===== config.mk =====
export PLATFORM = sky130hd
export DESIGN_NAME = spi_slave_fifo
export DESIGN_NICKNAME = d
export VERILOG_FILES = /design/src/rtl/spi_slave_fifo.sv
export SDC_FILE = /design/constraint.sdc
export NUM_CORES = 1
export LEC_CHECK = 0
export CORE_MARGIN = 2
export CORE_UTILIZATION = 35
export CTS_CLUSTER_DIAMETER = 50
export DETAILED_ROUTE_END_ITERATION = 12
export PLACE_DENSITY_LB_ADDON = 0.25
export SLEW_MARGIN = 20
export SYNTH_ARGS = -nofsm -noshare
export SYNTH_HDL_FRONTEND = slang
export SYNTH_SLANG_ARGS = --single-unit
export TNS_END_PERCENT = 1

===== constraint.sdc =====
create_clock -name wb_clk_i -period 19.5 [get_ports wb_clk_i]
set_clock_uncertainty 0.05 [all_clocks]
set_input_delay 4.875 -clock wb_clk_i [delete_from_list [all_inputs] [get_ports wb_clk_i]]
set_output_delay 4.875 -clock wb_clk_i [all_outputs]
set_load 0.05 [all_outputs]

===== src/rtl/spi_slave_fifo.sv =====
// Oversampled SPI slave with first-word-fall-through TX/RX FIFOs, used as a loopback
// partner for spi_top. Length, bit order and sample/drive edges are latched per character.

module spi_slave_fifo_buf #(
    parameter int W     = 64,
    parameter int DEPTH = 4,
    parameter int AW    = 2
) (
    input  logic         clk,
    input  logic         rst,
    input  logic [W-1:0] push_data,
    input  logic         push_valid,
    output logic         push_ready,
    output logic [W-1:0] pop_data,
    output logic         pop_valid,
    input  logic         pop_ready
);
    logic [W-1:0] mem [DEPTH];
    logic [AW:0]  wr_ptr;
    logic [AW:0]  rd_ptr;
    logic         full;
    logic         empty;
    logic         do_push;
    logic         do_pop;

    assign empty      = (wr_ptr == rd_ptr);
    assign full       = (wr_ptr[AW] != rd_ptr[AW]) && (wr_ptr[AW-1:0] == rd_ptr[AW-1:0]);
    assign push_ready = ~full;
    assign pop_valid  = ~empty;
    // Head reads as zero when empty so the reset value of rx_data is clean.
    assign pop_data   = empty ? '0 : mem[rd_ptr[AW-1:0]];
    assign do_push    = push_valid & ~full;
    assign do_pop     = pop_ready & ~empty;

    always_ff @(posedge clk or posedge rst) begin
        if (rst) begin
            wr_ptr <= '0;
            rd_ptr <= '0;
        end else begin
            if (do_push) wr_ptr <= wr_ptr + 1'b1;
            if (do_pop)  rd_ptr <= rd_ptr + 1'b1;
        end
    end

    always_ff @(posedge clk) begin
        if (do_push) mem[wr_ptr[AW-1:0]] <= push_data;
    end
endmodule

// state  | meaning
// IDLE   | ss high, waiting for a synchronised ss falling edge
// LOAD   | pop TX head (or zeros), latch cfg, drive first miso bit
// SHIFT  | sample mosi / drive miso on the selected sclk edges
// PUSH   | write the received word to the RX FIFO, then next character or idle
module spi_slave_fifo #(
    parameter int MAX_LEN    = 64,
    parameter int LEN_W      = 6,
    parameter int FIFO_DEPTH = 4,
    parameter int FIFO_AW    = 2
) (
    input  logic               wb_clk_i,
    input  logic               wb_rst_i,
    input  logic               ss_pad_i,
    input  logic               sclk_pad_i,
    input  logic               mosi_pad_i,
    output logic               miso_pad_o,
    output logic               miso_oe_o,
    input  logic [LEN_W-1:0]   cfg_len,
    input  logic               cfg_lsb,
    input  logic               cfg_rx_negedge,
    input  logic               cfg_tx_negedge,
    input  logic [MAX_LEN-1:0] tx_data,
    input  logic               tx_valid,
    output logic               tx_ready,
    output logic [MAX_LEN-1:0] rx_data,
    output logic               rx_valid,
    input  logic               rx_ready,
    output logic               tx_underrun,
    output logic               rx_overrun,
    output logic               busy
);
    localparam int CNT_W = LEN_W + 1;

    typedef enum logic [1:0] {ST_IDLE, ST_LOAD, ST_SHIFT, ST_PUSH} state_t;

    state_t             state;
    logic               ss_meta;
    logic               ss_sync;
    logic               ss_prev;
    logic               sclk_meta;
    logic               sclk_sync;
    logic               sclk_prev;
    logic               mosi_meta;
    logic               mosi_sync;
    logic [LEN_W-1:0]   len_m1_q;
    logic               lsb_q;
    logic               rx_neg_q;
    logic               tx_neg_q;
    logic [CNT_W-1:0]   bit_cnt;
    logic [CNT_W-1:0]   cnt_next;
    logic [CNT_W-1:0]   len_full;
    logic [LEN_W-1:0]   cfg_len_m1;
    logic [MAX_LEN-1:0] shift_tx;
    logic [MAX_LEN-1:0] shift_rx;
    logic [MAX_LEN-1:0] tx_head;
    logic               tx_avail;
    logic               tx_pop;
    logic               rx_push;
    logic               rx_space;
    logic               sclk_rise;
    logic               sclk_fall;
    logic               sample_edge;
    logic               drive_edge;
    logic               char_done;
    logic               sample_now;
    logic               drive_now;
    logic               ss_fall;

    // Transmit-order bit k of a word whose last valid index is 'last'.
    function automatic logic pick_bit(input logic [MAX_LEN-1:0] word,
                                      input logic [LEN_W-1:0]   last,
                                      input logic               lsb,
                                      input logic [LEN_W-1:0]   k);
        logic [LEN_W-1:0] idx;
        idx = lsb ? k : last - k;
        return word[idx];
    endfunction

    // Storing len-1 makes cfg_len==0 wrap naturally to MAX_LEN-1.
    assign cfg_len_m1  = cfg_len - 1'b1;
    assign len_full    = {1'b0, len_m1_q} + 1'b1;
    assign sclk_rise   = sclk_sync & ~sclk_prev;
    assign sclk_fall   = ~sclk_sync & sclk_prev;
    assign ss_fall     = ss_prev & ~ss_sync;
    assign sample_edge = rx_neg_q ? sclk_fall : sclk_rise;
    assign drive_edge  = tx_neg_q ? sclk_fall : sclk_rise;
    assign char_done   = (bit_cnt == len_full);
    assign sample_now  = (state == ST_SHIFT) && !char_done && !ss_sync && sample_edge;
    assign cnt_next    = bit_cnt + {{LEN_W{1'b0}}, sample_now};
    assign drive_now   = (state == ST_SHIFT) && !char_done && !ss_sync && drive_edge &&
                         (cnt_next != '0) && (cnt_next < len_full);
    assign tx_pop      = (state == ST_LOAD) && !ss_sync;
    assign rx_push     = (state == ST_PUSH);
    assign miso_oe_o   = ~ss_sync;
    assign busy        = (state != ST_IDLE);

    spi_slave_fifo_buf #(.W(MAX_LEN), .DEPTH(FIFO_DEPTH), .AW(FIFO_AW)) u_tx_fifo (
        .clk        (wb_clk_i),
        .rst        (wb_rst_i),
        .push_data  (tx_data),
        .push_valid (tx_valid),
        .push_ready (tx_ready),
        .pop_data   (tx_head),
        .pop_valid  (tx_avail),
        .pop_ready  (tx_pop)
    );

    spi_slave_fifo_buf #(.W(MAX_LEN), .DEPTH(FIFO_DEPTH), .AW(FIFO_AW)) u_rx_fifo (
        .clk        (wb_clk_i),
        .rst        (wb_rst_i),
        .push_data  (shift_rx),
        .push_valid (rx_push),
        .push_ready (rx_space),
        .pop_data   (rx_data),
        .pop_valid  (rx_valid),
        .pop_ready  (rx_ready)
    );

    always_ff @(posedge wb_clk_i or posedge wb_rst_i) begin
        if (wb_rst_i) begin
            ss_meta     <= 1'b1;
            ss_sync     <= 1'b1;
            ss_prev     <= 1'b1;
            sclk_meta   <= 1'b0;
            sclk_sync   <= 1'b0;
            sclk_prev   <= 1'b0;
            mosi_meta   <= 1'b0;
            mosi_sync   <= 1'b0;
            state       <= ST_IDLE;
            len_m1_q    <= '0;
            lsb_q       <= 1'b0;
            rx_neg_q    <= 1'b0;
            tx_neg_q    <= 1'b0;
            bit_cnt     <= '0;
            shift_tx    <= '0;
            shift_rx    <= '0;
            miso_pad_o  <= 1'b0;
            tx_underrun <= 1'b0;
            rx_overrun  <= 1'b0;
        end else begin
            ss_meta     <= ss_pad_i;
            ss_sync     <= ss_meta;
            ss_prev     <= ss_sync;
            sclk_meta   <= sclk_pad_i;
            sclk_sync   <= sclk_meta;
            sclk_prev   <= sclk_sync;
            mosi_meta   <= mosi_pad_i;
            mosi_sync   <= mosi_meta;
            tx_underrun <= 1'b0;
            rx_overrun  <= 1'b0;

            case (state)
                ST_IDLE: begin
                    if (ss_fall) state <= ST_LOAD;
                end
                ST_LOAD: begin
                    if (ss_sync) begin
                        state <= ST_IDLE;
                    end else begin
                        len_m1_q    <= cfg_len_m1;
                        lsb_q       <= cfg_lsb;
                        rx_neg_q    <= cfg_rx_negedge;
                        tx_neg_q    <= cfg_tx_negedge;
                        shift_tx    <= tx_head;
                        shift_rx    <= '0;
                        bit_cnt     <= '0;
                        miso_pad_o  <= pick_bit(tx_head, cfg_len_m1, cfg_lsb, '0);
                        tx_underrun <= ~tx_avail;
                        state       <= ST_SHIFT;
                    end
                end
                ST_SHIFT: begin
                    // A completed character is kept even if ss rises right after it.
                    if (char_done) begin
                        state <= ST_PUSH;
                    end else if (ss_sync) begin
                        state <= ST_IDLE;
                    end else begin
                        if (sample_now) begin
                            bit_cnt <= cnt_next;
                            if (lsb_q) shift_rx[bit_cnt[LEN_W-1:0]] <= mosi_sync;
                            else       shift_rx <= {shift_rx[MAX_LEN-2:0], mosi_sync};
                        end
                        if (drive_now)
                            miso_pad_o <= pick_bit(shift_tx, len_m1_q, lsb_q, cnt_next[LEN_W-1:0]);
                    end
                end
                ST_PUSH: begin
                    rx_overrun <= ~rx_space;
                    state      <= ss_sync ? ST_IDLE : ST_LOAD;
                end
                default: state <= ST_IDLE;
            endcase
        end
    end
endmodule


; Word-level counts from Yosys, hierarchy flattened
; Memory sizes are Yosys's and may differ from the RTL's.
; Index checks and enable logic that the tools add are counted.
[word_totals]
ff_bits = 169
ram_bits = 512
inputBits = 80
n_memories = 2
[classes]
addsub = 8
n_lt_le_gt_ge = 5
eq_ne = 17
n_mux = 42
bitwise = 14
reduce_logical = 20
[mem_list]
columns = name, depth, word_bits, rd, rd_clocked_by_memory_dff, write_ports, line
row1 = u_rx_fifo.mem, 4, 64, 1, 0, 1, 18  ; logic [W-1:0] mem [DEPTH];
row2 = u_tx_fifo.mem, 4, 64, 1, 0, 1, 18
[ops]
columns = cell, count
row1 = 2-to-1 mux 64 bit, 7
row2 = case mux 64 bit (2 select lines), 1
row3 = bitwise mux 64 bit, 1
row4 = 2-to-1 mux 7 bit, 4
row5 = < comparator 6 x 7 -> 1 bit (second input constant), 3
row6 = 2-to-1 mux 1 bit, 17
row7 = case mux 7 bit (2 select lines), 1
row8 = adder 3 x 1 -> 3 bit (second input constant), 4
row9 = binary-select mux 1 bit (select 6 bit), 2
row10 = 2-to-1 mux 6 bit, 2
row11 = != test 2 bit (second input constant), 6
row12 = logical AND 1 bit, 10
row13 = AND reduction 5 bit, 2
row14 = 2-to-1 mux 2 bit, 4
row15 = case mux 2 bit (4 select lines), 1
row16 = adder 6 x 1 -> 7 bit (second input constant), 1
row17 = adder 7 x 1 -> 7 bit, 1
row18 = AND 1 bit, 7
row19 = == test 7 bit, 1
row20 = < comparator 7 bit, 1
row21 = inverter 1 bit, 7
row22 = nonzero test 7 bit, 1
row23 = demux 1 bit (select 6 bit), 1
row24 = == test 3 bit, 2
row25 = 13 further kinds, 19

; Depth between registers and ports, before layout
; Gate-level depths: netlist of the first run.
[depth]
depth_word = 15
depth_mapped = 21
mapped_depth_nobuf = 21

; Hierarchy
; A second synthesis of the first run with hierarchy kept.
[unflattened]
hier_cells = 1993
hier_area_um2 = 31108.6
[by_module_without_submodules]
columns = module, n_inst, cells_per_inst, area_per_inst_um2, seq_area_each_um2
row1 = spi_slave_fifo_buf, 2, 451, 10567.6, 7837.5
row2 = spi_slave_fifo, 1, 1091, 9973.3, 3932.5

; Worst setup path before layout of the first run
; Ideal clock, no wire load.
[synth_timing]
path_type = input -> register
startpoint = input cfg_len[0]
endpoint = register miso_pad_o
setup_time_ps = 82
arrival_ps = 7477
t_required_ps = 19368
path_slack_ps = 11891
cell_stages = 11
path_buffers = 2
cell_sequence = clkbuf_1 > inv_1 > clkbuf_1 > ha_1 > xor2_1 > o21ai_2 > or4_1 > a2111o_1 > nor4_1 > a31oi_1 > a31oi_1
[synth_between]
elab_chain_cells = 6
[synth_rtl]
columns = element, line
row1 = start: declaration, 68  ; input logic [LEN_W-1:0] cfg_len,
row2 = subtractor 6 x 1 -> 6 bit, 130  ; assign cfg_len_m1 = cfg_len - 1'b1;
row3 = via cfg_len_m1[0], 102  ; logic [LEN_W-1:0] cfg_len_m1;
row4 = 2-to-1 mux 6 bit, 125  ; idx = lsb ? k : last - k;
row5 = binary-select mux 1 bit (select 6 bit), 126  ; return word[idx];
row6 = 2-to-1 mux 1 bit (implied by the code), 126
row7 = 2-to-1 mux 1 bit, 207  ; if (ss_sync) begin
row8 = case mux 1 bit (2 select lines), 202  ; case (state)
row9 = end signal: assignment, 217  ; miso_pad_o <= pick_bit(tx_head, cfg_len_m1, cfg_lsb, '0);
row10 = end signal: assignment, 235  ; miso_pad_o <= pick_bit(shift_tx, len_m1_q, lsb_q, cnt_next[LEN_W-1:0]);
row11 = end: declaration, 66  ; output logic miso_pad_o,
; The timed path passes the listed nets, and every way through them passes these cells. The select of a mux whose other input is x is not followed.
; A chain may end at the register's enable or synchronous reset.

; Worst setup path in the final report of the first run
[layout_timing]
startpoint = input cfg_len[0]
endpoint = register miso_pad_o
[layout_between]
elab_chain_cells = 6
[layout_rtl]
columns = element, line
row1 = subtractor 6 x 1 -> 6 bit, 130
row2 = 2-to-1 mux 6 bit, 125
row3 = binary-select mux 1 bit (select 6 bit), 126
row4 = 2-to-1 mux 1 bit (implied by the code), 126
row5 = 2-to-1 mux 1 bit, 207
row6 = case mux 1 bit (2 select lines), 202
; No other way between the ends. The select of a mux whose other input is x is not followed.

==> results of run 1 <==
path summary, 6_finish.rpt:
check | start | to | slack, ns | cells past startpoint
setup / recovery | cfg_len[0] | miso_pad_o | 10.46 | 11
hold / removal | mosi_meta | mosi_sync | 0.30 | 0
setup reg to reg | len_m1_q[0] | miso_pad_o | 13.71 | 20
hold reg to reg | mosi_meta | mosi_sync | 0.30 | 0
max in group asynchronous | wb_rst_i | u_tx_fifo.rd_ptr[1] | 13.30 | 3
min in group asynchronous | wb_rst_i | shift_rx[4] | 4.75 | 2
cells in the mapped netlist (16+ instances only):
master / number
a21oi_1: 79
a22oi_1: 65
and3_1: 16
buf_1: 30
buf_2: 18
clkbuf_1: 85
dfrtp_1: 166
edfxtp_1: 512
ha_1: 26
inv_1: 20
mux2i_1: 21
mux4_2: 145
nand2_1: 178
nand3_1: 71
nor2_1: 28
nor2b_1: 70
o21ai_0: 94
o41ai_1: 64
xnor2_1: 20
worst max-delay path, cell delays in order:
cell and delay, ns:
clkdlybuf4s50_1 0.95, inv_1 0.52, ha_1 0.39, xnor2_1 0.35, nor2_1 0.91, nor3_1 0.08
or4_1 0.54, a2111o_1 0.38, nor4_1 0.30, a31oi_1 0.07, a31oi_1 0.16
per-stage QoR:
step | power, mW | hold slack (ns)
global placement | 3.69 | 0.288
floorplan | 3.13 | 0.281
CTS | 5.21 | 0.307
finish | 5.13 | 0.303
detailed placement | 3.71 | 0.292
global route | 5.39 | 0.313
cell families (layout without fill, tap and decap cells):
kind of cell	Yosys count	in the layout	share of synthesized area [%]
AOI/OAI and AO/OA	365	365	8.32
buffers and inverters	162	345	2.28
and+or+nand+nor	416	416	6.93
DFF	681	681	67.4
muxes	178	178	12.6
adders and majority gates	27	27	1.19
xor gates and xnor gates	36	36	1.29
registers in the layout (all words and copies together) (netlist names), 2 cells and up:
register and cells:
u_rx_fifo.mem 256, u_tx_fifo.mem 256, shift_rx 64, shift_tx 64, bit_cnt 7, len_m1_q 6, u_rx_fifo.rd_ptr 3, u_rx_fifo.wr_ptr 3
u_tx_fifo.rd_ptr 3, u_tx_fifo.wr_ptr 3, state 2
layout by cell type, fill, tap and decap left out, drive strengths merged, types with 9 or more instances in the layout:
| cell type | netlist | final |
|---|---|---|
| inv | 21 | 30 |
| clkbuf | 85 | 100 |
| mux4 | 147 | 147 |
| and3 | 16 | 16 |
| nor2 | 29 | 29 |
| nand2 | 178 | 178 |
| xor2 | 15 | 15 |
| dfrtp | 166 | 166 |
| o21ai | 96 | 96 |
| a21oi | 80 | 80 |
| nand3 | 71 | 71 |
| o31ai | 9 | 9 |
| mux2 | 9 | 9 |
| buf | 56 | 27 |
| clkinv | 0 | 29 |
| xnor2 | 20 | 20 |
| ha | 26 | 26 |
| mux2i | 22 | 22 |
| edfxtp | 512 | 512 |
| a22oi | 65 | 65 |
| nor2b | 70 | 70 |
| nor3 | 12 | 12 |
| o41ai | 64 | 64 |
| clkdlybuf4s50 | 0 | 150 |
metal layers:
metal	part of all wire (%)	routed length (µm)	track usage, %
met5	0	0	0
met4	2.3	1620	4.76
met3	4.3	3060	2.98
met2	52	36500	28.8
met1	42	29600	21.4
area by class of cell:
cell class              count  area share [%]
well taps                1070            3.90
inverters                  21           0.244
flip-flops and latches    681            57.1
repair buffers            177            5.09
multi-input cells        1022            25.8
clock buffers             100            6.41
clock inverters            47            1.37
report_power, final:
part / total [mW] / internal [mW] / switching [mW]
clock network: 1.49 / 0.901 / 0.588
registers: 1.95 / 1.79 / 0.166
logic: 1.69 / 0.661 / 1.03
==> summary.txt, run 1 <==
Leakage -> 12.5 nW
Data arrival, critical path -> 9.53 ns
Min Clock Period, post-route -> 9.04 ns
Number of synthesized flops with an enable pin -> 512
DRC viols -> 0
TritonCTS clock tree -> yes
Avg WL per Cell -> 22.7 µm
Placed inst area -> 31600 µm²
Mapped Cells -> 1865
Die X -> 292 µm
Final hold violation count -> 0
Crit path capture type -> register
Worst path required time -> 19.99 ns
Clk_lat worst skew -> 0.61 ns
Clock root buffer -> clkbuf_16
Final WS setup -> 10.46 ns
Pwr/cell area -> 150 nW/µm²
Top_reg_cell synth -> edfxtp_1
Die area -> 85400 µm²
Routed WL -> 70.8 mm
Vias in the first global route -> 17000
Max Transition Viols Final -> 0
Finished layout cell area -> 34300 µm²
TritonCTS Buffers -> 80
Global-route wire length before repair -> 108 mm
Post-synthesis instance area -> 29100 µm²
Synth top area share -> 52.9%
Cell variety after synth -> 71
Crit path kind -> primary input to register
Setup TNS -> 0 ns
Placed Instances -> 2969
Rel. slew slack -> 21.5%
Post-Syn Area per Cell -> 15.6 µm²
Fin crit share -> 46.4%
Iter 0 DRT Violations -> 1325
CTS Hold Bufs -> 0
Crit Path Max Fanout -> 17
H-tree depth -> 3
IR drop worst, VDD -> 0.0000713 V
Fin cells -> 3118
Initial Utilization -> 35.4%
Pin count of the biggest net entering global routing -> 141
Cell taking the most area after synthesis -> edfxtp_1
Row cnt -> 105
Share of flip-flops with an asynchronous set or reset -> 24.8%
Initial DRT Pass Iterations -> 5
Fraction of layout cells with a size suffix above 1 -> 17.0%
Sequential area share after synthesis -> 67.4%
Max Cap Violations -> 0
Die Height -> 292 µm
P&R area growth vs syn -> 18.1%
Vias -> 16700
Bufs on Longest Clock Path -> 3
Port Buf Inserts -> 150
Area of the multi-input gates -> 8870 µm²
Final setup violation count -> 0
CTS clk-pin slew, worst paths -> 0.06 ns
Antenna Nets Post-Route -> 0
Final GP Congestion -> 0.869
Worst slew pin tran -> 1.17 ns
Dpl ws -> 9.88 ns
Post-synthesis net count -> 1972
Antenna violations before repair -> 0
Worst hold-check path type -> register to register
Total Nets Final -> 2090
Overflow after GRT -> 0
Total core area -> 82100 µm²
CP Launch Type -> primary input
Top-Level Pins -> 151
Outcome -> finished, final reports clean
Clk sink count -> 681
Via density -> 5.37
RSZ-0062 raised after global routing -> false
Post-CTS Setup Inserts -> 0
Synth Register Bits -> 681
Core Util, Final -> 41.8%
Global-route usage over all layers -> 16.6%
Max frequency -> 111 MHz
Post-DP HPWL -> 43.8 mm
Antenna Diode Count -> 0
Largest cells by area after synthesis -> edfxtp_1 53%, dfrtp_1 14%, mux4_2 11%
FILL cells -> 7361
FF/Latch Area -> 19600 µm²
Synth warnings -> 0
# resized after CTS -> 0
Note: power is estimated with default switching activity, not from simulation.
==> run 2, diff against run 1 <==
clock period = 7.3 ns   (was 19.5 ns; I/O delays follow)
==> summary.txt, run 2 (same netlist as run 1, synthesis figures left out) <==
Die X -> 292 µm
Post-DP HPWL -> 45.2 mm
Worst hold-check path type -> register to register
Leakage -> 12.6 nW
Hold path depth -> 0
Die area -> 85400 µm²
Antenna violations before repair -> 0
# resized after CTS -> 0
Fraction of layout cells with a size suffix above 1 -> 18.1%
Clock root buffer -> clkbuf_16
Overflow after GRT -> 0
Slowest stage delay, CP -> 0.60 ns
Clk_lat worst skew -> 0.62 ns
Avg WL per Cell -> 22.8 µm
Worst hold slack -> 0.300 ns
TritonCTS clock tree -> yes
Row cnt -> 105
CP Cell Sequence -> ha_1, and3_1, a31o_2, a2111oi_1, a41oi_1, nand2_1, nor2_1, ha_1, ha_1, inv_1, fa_1, mux2i_2, buf_4, mux4_2, mux2i_1, mux2_2, or3_1, a31o_2, a31oi_1
Routed WL -> 71.4 mm
Die Height -> 292 µm
Crit path capture type -> register
Crit path kind -> register to register
Final setup violation count -> 0
Bufs on Longest Clock Path -> 3
Iter 0 DRT Violations -> 1281
Post-CTS Setup Inserts -> 0
Most frequent cells in the layout -> 512 x edfxtp_1, 177 x nand2_1, 162 x dfrtp_1
Antenna Nets Post-Route -> 0
Vias in the first global route -> 17200
Data arrival, critical path -> 6.17 ns
Final hold violation count -> 0
Antenna Diode Count -> 0
Global-route wire length before repair -> 109 mm
Most common cell after layout, fill and taps aside -> edfxtp_1
H-tree depth -> 3
RSZ-0062 raised after global routing -> false
CP Launch Type -> register
Total core area -> 82100 µm²
Max frequency -> 176 MHz
Final GP Congestion -> 0.872
Initial DRT Pass Iterations -> 5
Most used cell, CP -> ha_1
Port Buf Inserts -> 150
Initial Utilization -> 35.4%
Max Transition Viols Final -> 0
Outcome -> finished, final reports clean
Global-route usage over all layers -> 16.7%
DRC viols -> 0
Fin crit share -> 77.7%
Rel. slew slack -> 19.5%
TritonCTS Buffers -> 86
Min Clock Period, post-route -> 5.67 ns
Tot Pwr -> 14.0 mW
Dpl ws -> 1.68 ns
CTS Hold Bufs -> 0
Pwr/cell area -> 404 nW/µm²
Clk sink count -> 681
P&R area growth vs syn -> 19.1%
Worst slew pin tran -> 1.20 ns
Setup TNS -> 0 ns
Crit Path Max Fanout -> 9
CP max-delay cell -> mux2i_2
CTS clk-pin slew, worst paths -> 0.06 ns
Total Nets Final -> 2099
Pin count of the biggest net entering global routing -> 141
Top-Level Pins -> 151
Worst path required time -> 7.80 ns
Worst r2r path cells -> 19
Max Cap Violations -> 0
IR drop worst, VDD -> 0.000265 V
Placed Instances -> 2973
Fin cells -> 3135
Final WS setup -> 1.63 ns
Via density -> 5.39
Vias -> 16900
-- run 2: critical path: cells and delay by family, from the launching register on --
kind | cells | cell delay [ns]
AOI/OAI and AO/OA | 5 | 1.42
adders and majority gates | 4 | 1.28
muxes | 4 | 1.17
and+or+nand+nor | 4 | 0.77
DFF | 1 | 0.45
buffers and inverters | 2 | 0.42
-- run 2: final timing paths --
check / startpoint / endpoint / slack (ns)
setup / recovery: len_m1_q[1] / miso_pad_o / 1.63
hold / removal: sclk_meta / sclk_sync / 0.30
setup reg to reg: len_m1_q[1] / miso_pad_o / 1.63
hold reg to reg: sclk_meta / sclk_sync / 0.30
max in group asynchronous: wb_rst_i / u_rx_fifo.rd_ptr[0] / 4.45
min in group asynchronous: wb_rst_i / u_tx_fifo.wr_ptr[0] / 1.71
-- run 2: per-stage QoR --
step,instance area [µm²],utilization (%)
floorplan,29100,-
detailed placement,31600,38.5
global placement,31600,38.5
CTS,34600,42.1
global route,34600,42.2
finish,34600,42.2
-- run 2: cell type report --
class	count	area, µm²
fill	7337	47500
sequential	681	19600
multi-input combinational	1022	8880
clock buffer	102	2260
timing repair buffer	180	1760
tap	1070	1340
clock inverter	59	689
inverter	21	83.8
-- run 2: metal layers --
layer  vias up  GRT usage, %  wire, µm
li1       7626             -         -
met1      8715          21.7     29900
met2       452          28.6     36300
met3       115          2.97      3160
met4         0          5.34      2090
met5         -             0         0
-- run 2: report_power, final --
part           internal (mW)  leakage, nW  total (mW)  switching [mW]
Combinational           1.76         3.97        4.50            2.75
Clock                   2.56         1.43        4.28            1.72
Sequential              4.77         7.24        5.20           0.425
Total                   9.09         12.6        14.0            4.89
